## config.mk

```make
export PLATFORM = sky130hd
export DESIGN_NAME = seq_stage_ctrl
export DESIGN_NICKNAME = d
export VERILOG_FILES = /design/src/rtl/seq_pkg.sv /design/src/rtl/seq_mem_timeout.sv /design/src/rtl/seq_stage_ctrl.sv
export SDC_FILE = /design/constraint.sdc
export NUM_CORES = 1
export LEC_CHECK = 0
export ABC_CLOCK_PERIOD_IN_PS = 1900
export BUFFER_PORTS_ARGS = -buffer_cell sky130_fd_sc_hd__buf_2
export CAP_MARGIN = 15
export CELL_PAD_IN_SITES_DETAIL_PLACEMENT = 1
export CELL_PAD_IN_SITES_GLOBAL_PLACEMENT = 2
export CORE_MARGIN = 1.5
export CORE_UTILIZATION = 33
export CTS_BUF_LIST = sky130_fd_sc_hd__clkbuf_4 sky130_fd_sc_hd__clkbuf_8
export CTS_CLUSTER_SIZE = 12
export DETAILED_ROUTE_END_ITERATION = 8
export PLACE_DENSITY = 0.87
export SETUP_SLACK_MARGIN = 0.05
export SKIP_LAST_GASP = 1
export SYNTH_ARGS = -nofsm -noshare
export SYNTH_HDL_FRONTEND = slang
export SYNTH_SLANG_ARGS = --single-unit
export TNS_END_PERCENT = 5
```

## constraint.sdc

```tcl
create_clock -name clk -period 1.9 [get_ports clk]
set_input_delay 0.285 -clock clk [delete_from_list [all_inputs] [get_ports clk]]
set_output_delay 0.285 -clock clk [all_outputs]
set_load 0.01 [all_outputs]
```

## src/rtl/seq_pkg.sv

```systemverilog
// Shared definitions for the SEQ processor: instruction codes, status codes,
// sequencer state encoding and icode classification helpers.
package seq_pkg;

    // Instruction codes
    localparam logic [3:0] IHALT   = 4'h0;
    localparam logic [3:0] INOP    = 4'h1;
    localparam logic [3:0] IRRMOVQ = 4'h2;
    localparam logic [3:0] IIRMOVQ = 4'h3;
    localparam logic [3:0] IRMMOVQ = 4'h4;
    localparam logic [3:0] IMRMOVQ = 4'h5;
    localparam logic [3:0] IOPQ    = 4'h6;
    localparam logic [3:0] IJXX    = 4'h7;
    localparam logic [3:0] ICALL   = 4'h8;
    localparam logic [3:0] IRET    = 4'h9;
    localparam logic [3:0] IPUSHQ  = 4'hA;
    localparam logic [3:0] IPOPQ   = 4'hB;

    // Architectural status codes
    localparam logic [2:0] SAOK = 3'd1;
    localparam logic [2:0] SHLT = 3'd2;
    localparam logic [2:0] SADR = 3'd3;
    localparam logic [2:0] SINS = 3'd4;

    typedef enum logic [3:0] {
        StIdle,
        StFetch,
        StDecode,
        StExecute,
        StMemory,
        StWriteback,
        StPcupd,
        StHalt,
        StFault
    } state_e;

    // Instructions that touch data memory
    function automatic logic needs_mem(input logic [3:0] ic);
        return ic inside {IRMMOVQ, IMRMOVQ, ICALL, IRET, IPUSHQ, IPOPQ};
    endfunction

    // Instructions that write the register file
    function automatic logic writes_reg(input logic [3:0] ic);
        return ic inside {IRRMOVQ, IIRMOVQ, IMRMOVQ, IOPQ, ICALL, IRET, IPUSHQ, IPOPQ};
    endfunction

endpackage

```

## src/rtl/seq_mem_timeout.sv

```systemverilog
// Loadable down-counter bounding the time spent waiting on data memory.
// expired is high during the last permitted wait cycle (count reaches zero).
module seq_mem_timeout #(
    parameter int unsigned WIDTH = 4
) (
    input  logic             clk,
    input  logic             rst,
    input  logic             load,
    input  logic             en,
    input  logic [WIDTH-1:0] load_val,
    output logic             expired
);

    logic [WIDTH-1:0] count_q;

    // Load on MEMORY entry, then count down once per wait cycle, saturating at zero
    always_ff @(posedge clk or posedge rst) begin
        if (rst) begin
            count_q <= '0;
        end else if (load) begin
            count_q <= load_val;
        end else if (en && (count_q != '0)) begin
            count_q <= count_q - 1'b1;
        end
    end

    assign expired = (count_q == '0);

endmodule

```

## src/rtl/seq_stage_ctrl.sv

```systemverilog
// Central stage sequencer for the SEQ processor. Walks each instruction through
// fetch/decode/execute/memory/write-back/PC-update with one-hot registered enables,
// skipping unneeded stages and producing the architectural status code.
// Optional performance counters are built when SEQ_CTRL_PERF_EN is defined.
module seq_stage_ctrl
    import seq_pkg::*;
#(
    parameter int unsigned MEM_TIMEOUT = 15,
    parameter int unsigned CNT_W       = 32
) (
    input  logic             clk,
    input  logic             rst,
    input  logic             start,
    input  logic [3:0]       icode,
    input  logic             instr_valid,
    input  logic             imem_error,
    input  logic             dmem_ready,
    input  logic             dmem_error,
    output logic             fetch_en,
    output logic             decode_en,
    output logic             exec_en,
    output logic             mem_en,
    output logic             wb_en,
    output logic             pc_en,
    output logic [2:0]       stat,
    output logic             busy
`ifdef SEQ_CTRL_PERF_EN
    ,
    output logic [CNT_W-1:0] cycle_cnt,
    output logic [CNT_W-1:0] instr_cnt
`endif
);

    localparam int unsigned TMO_W = $clog2(MEM_TIMEOUT + 1);

    if (MEM_TIMEOUT < 1 || CNT_W < 1) begin : g_bad_param
        $error("seq_stage_ctrl: MEM_TIMEOUT and CNT_W must be at least 1");
    end

    state_e     state_q, state_d;
    logic [2:0] stat_d;
    logic [3:0] icode_q;
    logic       tmo_load;
    logic       tmo_expired;

    seq_mem_timeout #(
        .WIDTH(TMO_W)
    ) u_mem_timeout (
        .clk     (clk),
        .rst     (rst),
        .load    (tmo_load),
        .en      (state_q == StMemory),
        .load_val(TMO_W'(MEM_TIMEOUT - 1)),
        .expired (tmo_expired)
    );

    // Next-state and status decision for the current stage
    always_comb begin
        state_d  = state_q;
        stat_d   = stat;
        tmo_load = 1'b0;
        unique case (state_q)
            StIdle: begin
                if (start) state_d = StFetch;
            end
            StFetch: begin
                if (imem_error) begin
                    state_d = StFault;
                    stat_d  = SADR;
                end else if (!instr_valid || (icode > IPOPQ)) begin
                    state_d = StFault;
                    stat_d  = SINS;
                end else if (icode == IHALT) begin
                    state_d = StHalt;
                    stat_d  = SHLT;
                end else begin
                    state_d = StDecode;
                end
            end
            StDecode: begin
                state_d = StExecute;
            end
            StExecute: begin
                if (needs_mem(icode_q)) begin
                    state_d  = StMemory;
                    tmo_load = 1'b1;
                end else if (writes_reg(icode_q)) begin
                    state_d = StWriteback;
                end else begin
                    state_d = StPcupd;
                end
            end
            StMemory: begin
                // A ready in the final permitted cycle still counts as success
                if (dmem_ready) begin
                    if (dmem_error) begin
                        state_d = StFault;
                        stat_d  = SADR;
                    end else if (writes_reg(icode_q)) begin
                        state_d = StWriteback;
                    end else begin
                        state_d = StPcupd;
                    end
                end else if (tmo_expired) begin
                    state_d = StFault;
                    stat_d  = SADR;
                end
            end
            StWriteback: begin
                state_d = StPcupd;
            end
            StPcupd: begin
                state_d = StFetch;
            end
            StHalt, StFault: begin
                state_d = state_q;
            end
            default: begin
                state_d = StIdle;
            end
        endcase
    end

    // State register with enables registered from the state being entered
    always_ff @(posedge clk or posedge rst) begin
        if (rst) begin
            state_q   <= StIdle;
            stat      <= SAOK;
            icode_q   <= IHALT;
            fetch_en  <= 1'b0;
            decode_en <= 1'b0;
            exec_en   <= 1'b0;
            mem_en    <= 1'b0;
            wb_en     <= 1'b0;
            pc_en     <= 1'b0;
            busy      <= 1'b0;
        end else begin
            state_q   <= state_d;
            stat      <= stat_d;
            fetch_en  <= (state_d == StFetch);
            decode_en <= (state_d == StDecode);
            exec_en   <= (state_d == StExecute);
            mem_en    <= (state_d == StMemory);
            wb_en     <= (state_d == StWriteback);
            pc_en     <= (state_d == StPcupd);
            busy      <= !(state_d inside {StIdle, StHalt, StFault});
            // icode is only trusted during FETCH; hold it for the rest of the instruction
            if (state_q == StFetch) icode_q <= icode;
        end
    end

`ifdef SEQ_CTRL_PERF_EN
    // Busy-cycle and retired-instruction counters, wrapping at 2^CNT_W
    always_ff @(posedge clk or posedge rst) begin
        if (rst) begin
            cycle_cnt <= '0;
            instr_cnt <= '0;
        end else begin
            if (busy)  cycle_cnt <= cycle_cnt + 1'b1;
            if (pc_en) instr_cnt <= instr_cnt + 1'b1;
        end
    end
`endif

endmodule

```

==> flow_metrics.tcl <==
set metrics [dict create \
    outcome "completed" \
    start_kind "register" \
    worstSetupEndpointType "register" \
    clock_skew_ns 0.00916 \
    hold_class "in -> reg" \
    yosys_warnings 0 \
    clkSinkCount 22 \
    critPathKind "reg -> reg" \
    synth.avg_cell_area_um2 11.1 \
    ys_ff_latch 22 \
    combinationalPowerShare 0.521 \
    dieWidth_um 62.6 \
    required_ns 2.12 \
    post-route-drc-count 0 \
    syn_to_final_growth_pct 31.5 \
    postRouteAntennaNets 0 \
    syn_nets 118 \
    slew_headroom 0.697 \
    path_clk_slew_ns 0.14 \
    track_usage 0.159 \
    period_needed_ns 1.89 \
    ys.flop_type "dfrtp_1" \
    cp_max_fo 3 \
    die_y_um 62.6 \
    p_switching_mw 1.04 \
    leakagePower_nw 0.712 \
    period_share 0.994 \
    multi_input_area_um2 636 \
    fill_cells 403 \
    grt_max_degree 23 \
    drv_slew 0 \
    antenna_found_initial 0 \
    rsz0062_at_grt "yes" \
    core_area_mm2 0.00336 \
    wl_per_cell_um 15.5 \
    r2r_slack_ns 0.01 \
    tightest_slew_ns 0.450 \
    setup_tns_ns 0 \
    place_congestion 0.790 \
    p_int_mw 1.57 \
    synth_edf_count 0 \
    power_frac_seq 0.336 \
    reg2reg_depth 7 \
    viasPerCell 4.98 \
    final_area_mm2 0.00154 \
    setup_viol 0 \
    async_flop_share 1.00 \
    cts_tree "yes" \
    cts-root-buf "clkbuf_4" \
    power_frac_clock 0.143 \
    holdWs_ns 0.218 \
    portBuffers 20 \
    power_mw 2.61 \
    holdPathStages 2 \
    ys_types 41 \
    irDropWorstVdd_v 0.000605 \
    htree_levels 1 \
    nNetsFinal 155 \
    drive_above_1_share 0.423 \
    rows 21 \
    dp_hpwl_mm 2.12 \
    numCtsBuffers 3 \
    grt_pass1_vias 1024 \
    timing.final.hold_violations 0 \
    ff_latch_area_um2 554 \
    syn_area_mm2 0.00117 \
    firstDrtPassIters 3 \
    die_area_mm2 0.00392 \
    critPathArrivalTime_ns 2.11 \
    num_vias 937 \
    cts.path.max_buffers 2 \
    wirelength_mm 2.91 \
    grt_overflow_total 0 \
    place_area_mm2 0.00139 \
    io-pin-count 21 \
    max_freq_mhz 529 \
    drt-initial-drc-count 24 \
    start_util 0.349 \
    syn_inst 106 \
    grt_first_pass_wirelength_mm 4.90 \
    ys_seq_area_frac 0.471 \
    power.density_mw_per_mm2 1690 \
    maxCapViolations 0 \
    p_sw_frac 0.398 \
    num_antenna_cells 0 \
    clk_latency_ns 0.32 \
]
==> cells in the mapped netlist (2+ instances only) <==
cell type | number | area, um^2
nand2_1 | 9 | 33.8
nor2b_1 | 3 | 18.8
a211o_1 | 3 | 26.3
nand2b_1 | 5 | 31.3
o21ai_0 | 2 | 10.0
or3b_1 | 3 | 26.3
nor4b_4 | 2 | 47.6
nand3_1 | 2 | 10.0
xnor2_1 | 2 | 17.5
nor4_1 | 2 | 12.5
a21oi_1 | 2 | 10.0
o21a_1 | 2 | 15.0
nor3b_1 | 2 | 15.0
mux2_2 | 4 | 45.0
nand4b_1 | 2 | 17.5
nor2_1 | 7 | 26.3
and3_1 | 2 | 12.5
nor3_1 | 2 | 10.0
inv_1 | 7 | 26.3
o211ai_1 | 2 | 15.0
dfrtp_1 | 21 | 526
==> layout by cell type (no fill, tap or decap), drive strengths merged, types with 3 or more instances in the layout <==
master / synthesis / final
buf: 2 / 33
mux2: 4 / 4
inv: 8 / 8
nor4: 3 / 3
a211o: 3 / 3
nand2: 9 / 9
or3b: 3 / 3
clkbuf: 0 / 3
nor2: 7 / 7
nand2b: 5 / 5
nor2b: 3 / 3
dfrtp: 21 / 21
==> registers in the layout (all words and copies together), names as in the netlist <==
signal,count
mem_en,1
pc_en,1
stat,3
state_q,4
busy,1
exec_en,1
wb_en,1
fetch_en,1
icode_q,4
decode_en,1
u_mem_timeout.count_q,4
==> power groups by stage <==
stage | Combinational [mW] | Clock, mW | Sequential, mW
final | 1.36 | 0.372 | 0.877
after global routing | 1.49 | 0.391 | 0.917
after CTS | 1.31 | 0.379 | 0.872
after detailed placement | 1.16 | 0 | 0.878
after global placement | 1.10 | 0 | 0.859
after floorplan | 0.800 | 0 | 0.852
==> per-layer routing <==
metal / up-vias / GRT usage / wire [um]
met1: 459 / 0.214 / 1350
li1: 455 / - / -
met3: 6 / 0.0252 / 95
met5: - / 0 / 0
met4: 0 / 0.0750 / 53
met2: 17 / 0.253 / 1410
==> what timing repair did <==
| item | 4_1_cts | 5_1_grt |
|---|---|---|
| resized for setup | 7 | 6 |
| buffers inserted | 2 | 1 |
| endpoints found under the hold margin | 21 | 0 |
| hold buffers | 1 | 0 |
| setup endpoints to repair | 4 | 8 |
| pin swaps | 4 | 5 |
==> final timing paths <==
path,startpoint,to
max,u_mem_timeout.count_q[0],stat[1]
min,icode[0],icode_q[0]
max reg2reg,u_mem_timeout.count_q[0],stat[1]
min reg2reg,stat[0],stat[0]
max in group asynchronous,rst,stat[0]
min in group asynchronous,rst,decode_en
==> through the flow <==
step	setup slack [ns]	utilization	std cells
2_1_floorplan	0.0769	-	106
3_3_place_gp	0.0366	0.412	180
3_5_place_dp	-0.0573	0.412	180
4_1_cts	0.00281	0.449	187
5_1_grt	-0.0895	0.458	188
6_report	0.0105	0.458	188
==> area by class of cell <==
| class | count | area share |
|---|---|---|
| sequential | 22 | 0.360 |
| clock buffer | 3 | 0.0146 |
| inverter | 8 | 0.0195 |
| clock inverter | 1 | 0.0195 |
| timing repair buffer | 34 | 0.137 |
| multi-input combinational | 74 | 0.412 |
| tap | 46 | 0.0373 |
==> critical path, cell delays in order, from the launching register on <==
cell	delay (ns)
dfrtp_1	0.41
inv_1	0.06
ha_2	0.17
or3b_4	0.39
nand3b_1	0.14
nand2_2	0.11
o41ai_4	0.40
a21oi_1	0.12
==> kinds of logic after synthesis <==
group	share of synthesized area
and+or+nand+nor	0.263
muxes	0.0384
buffers and inverters	0.0416
DFF	0.471
adders and majority gates	0.0107
AOI/OAI and AO/OA	0.161
xor gates and xnor gates	0.0149
No activity file was read; power rests on OpenSTA's default activity.
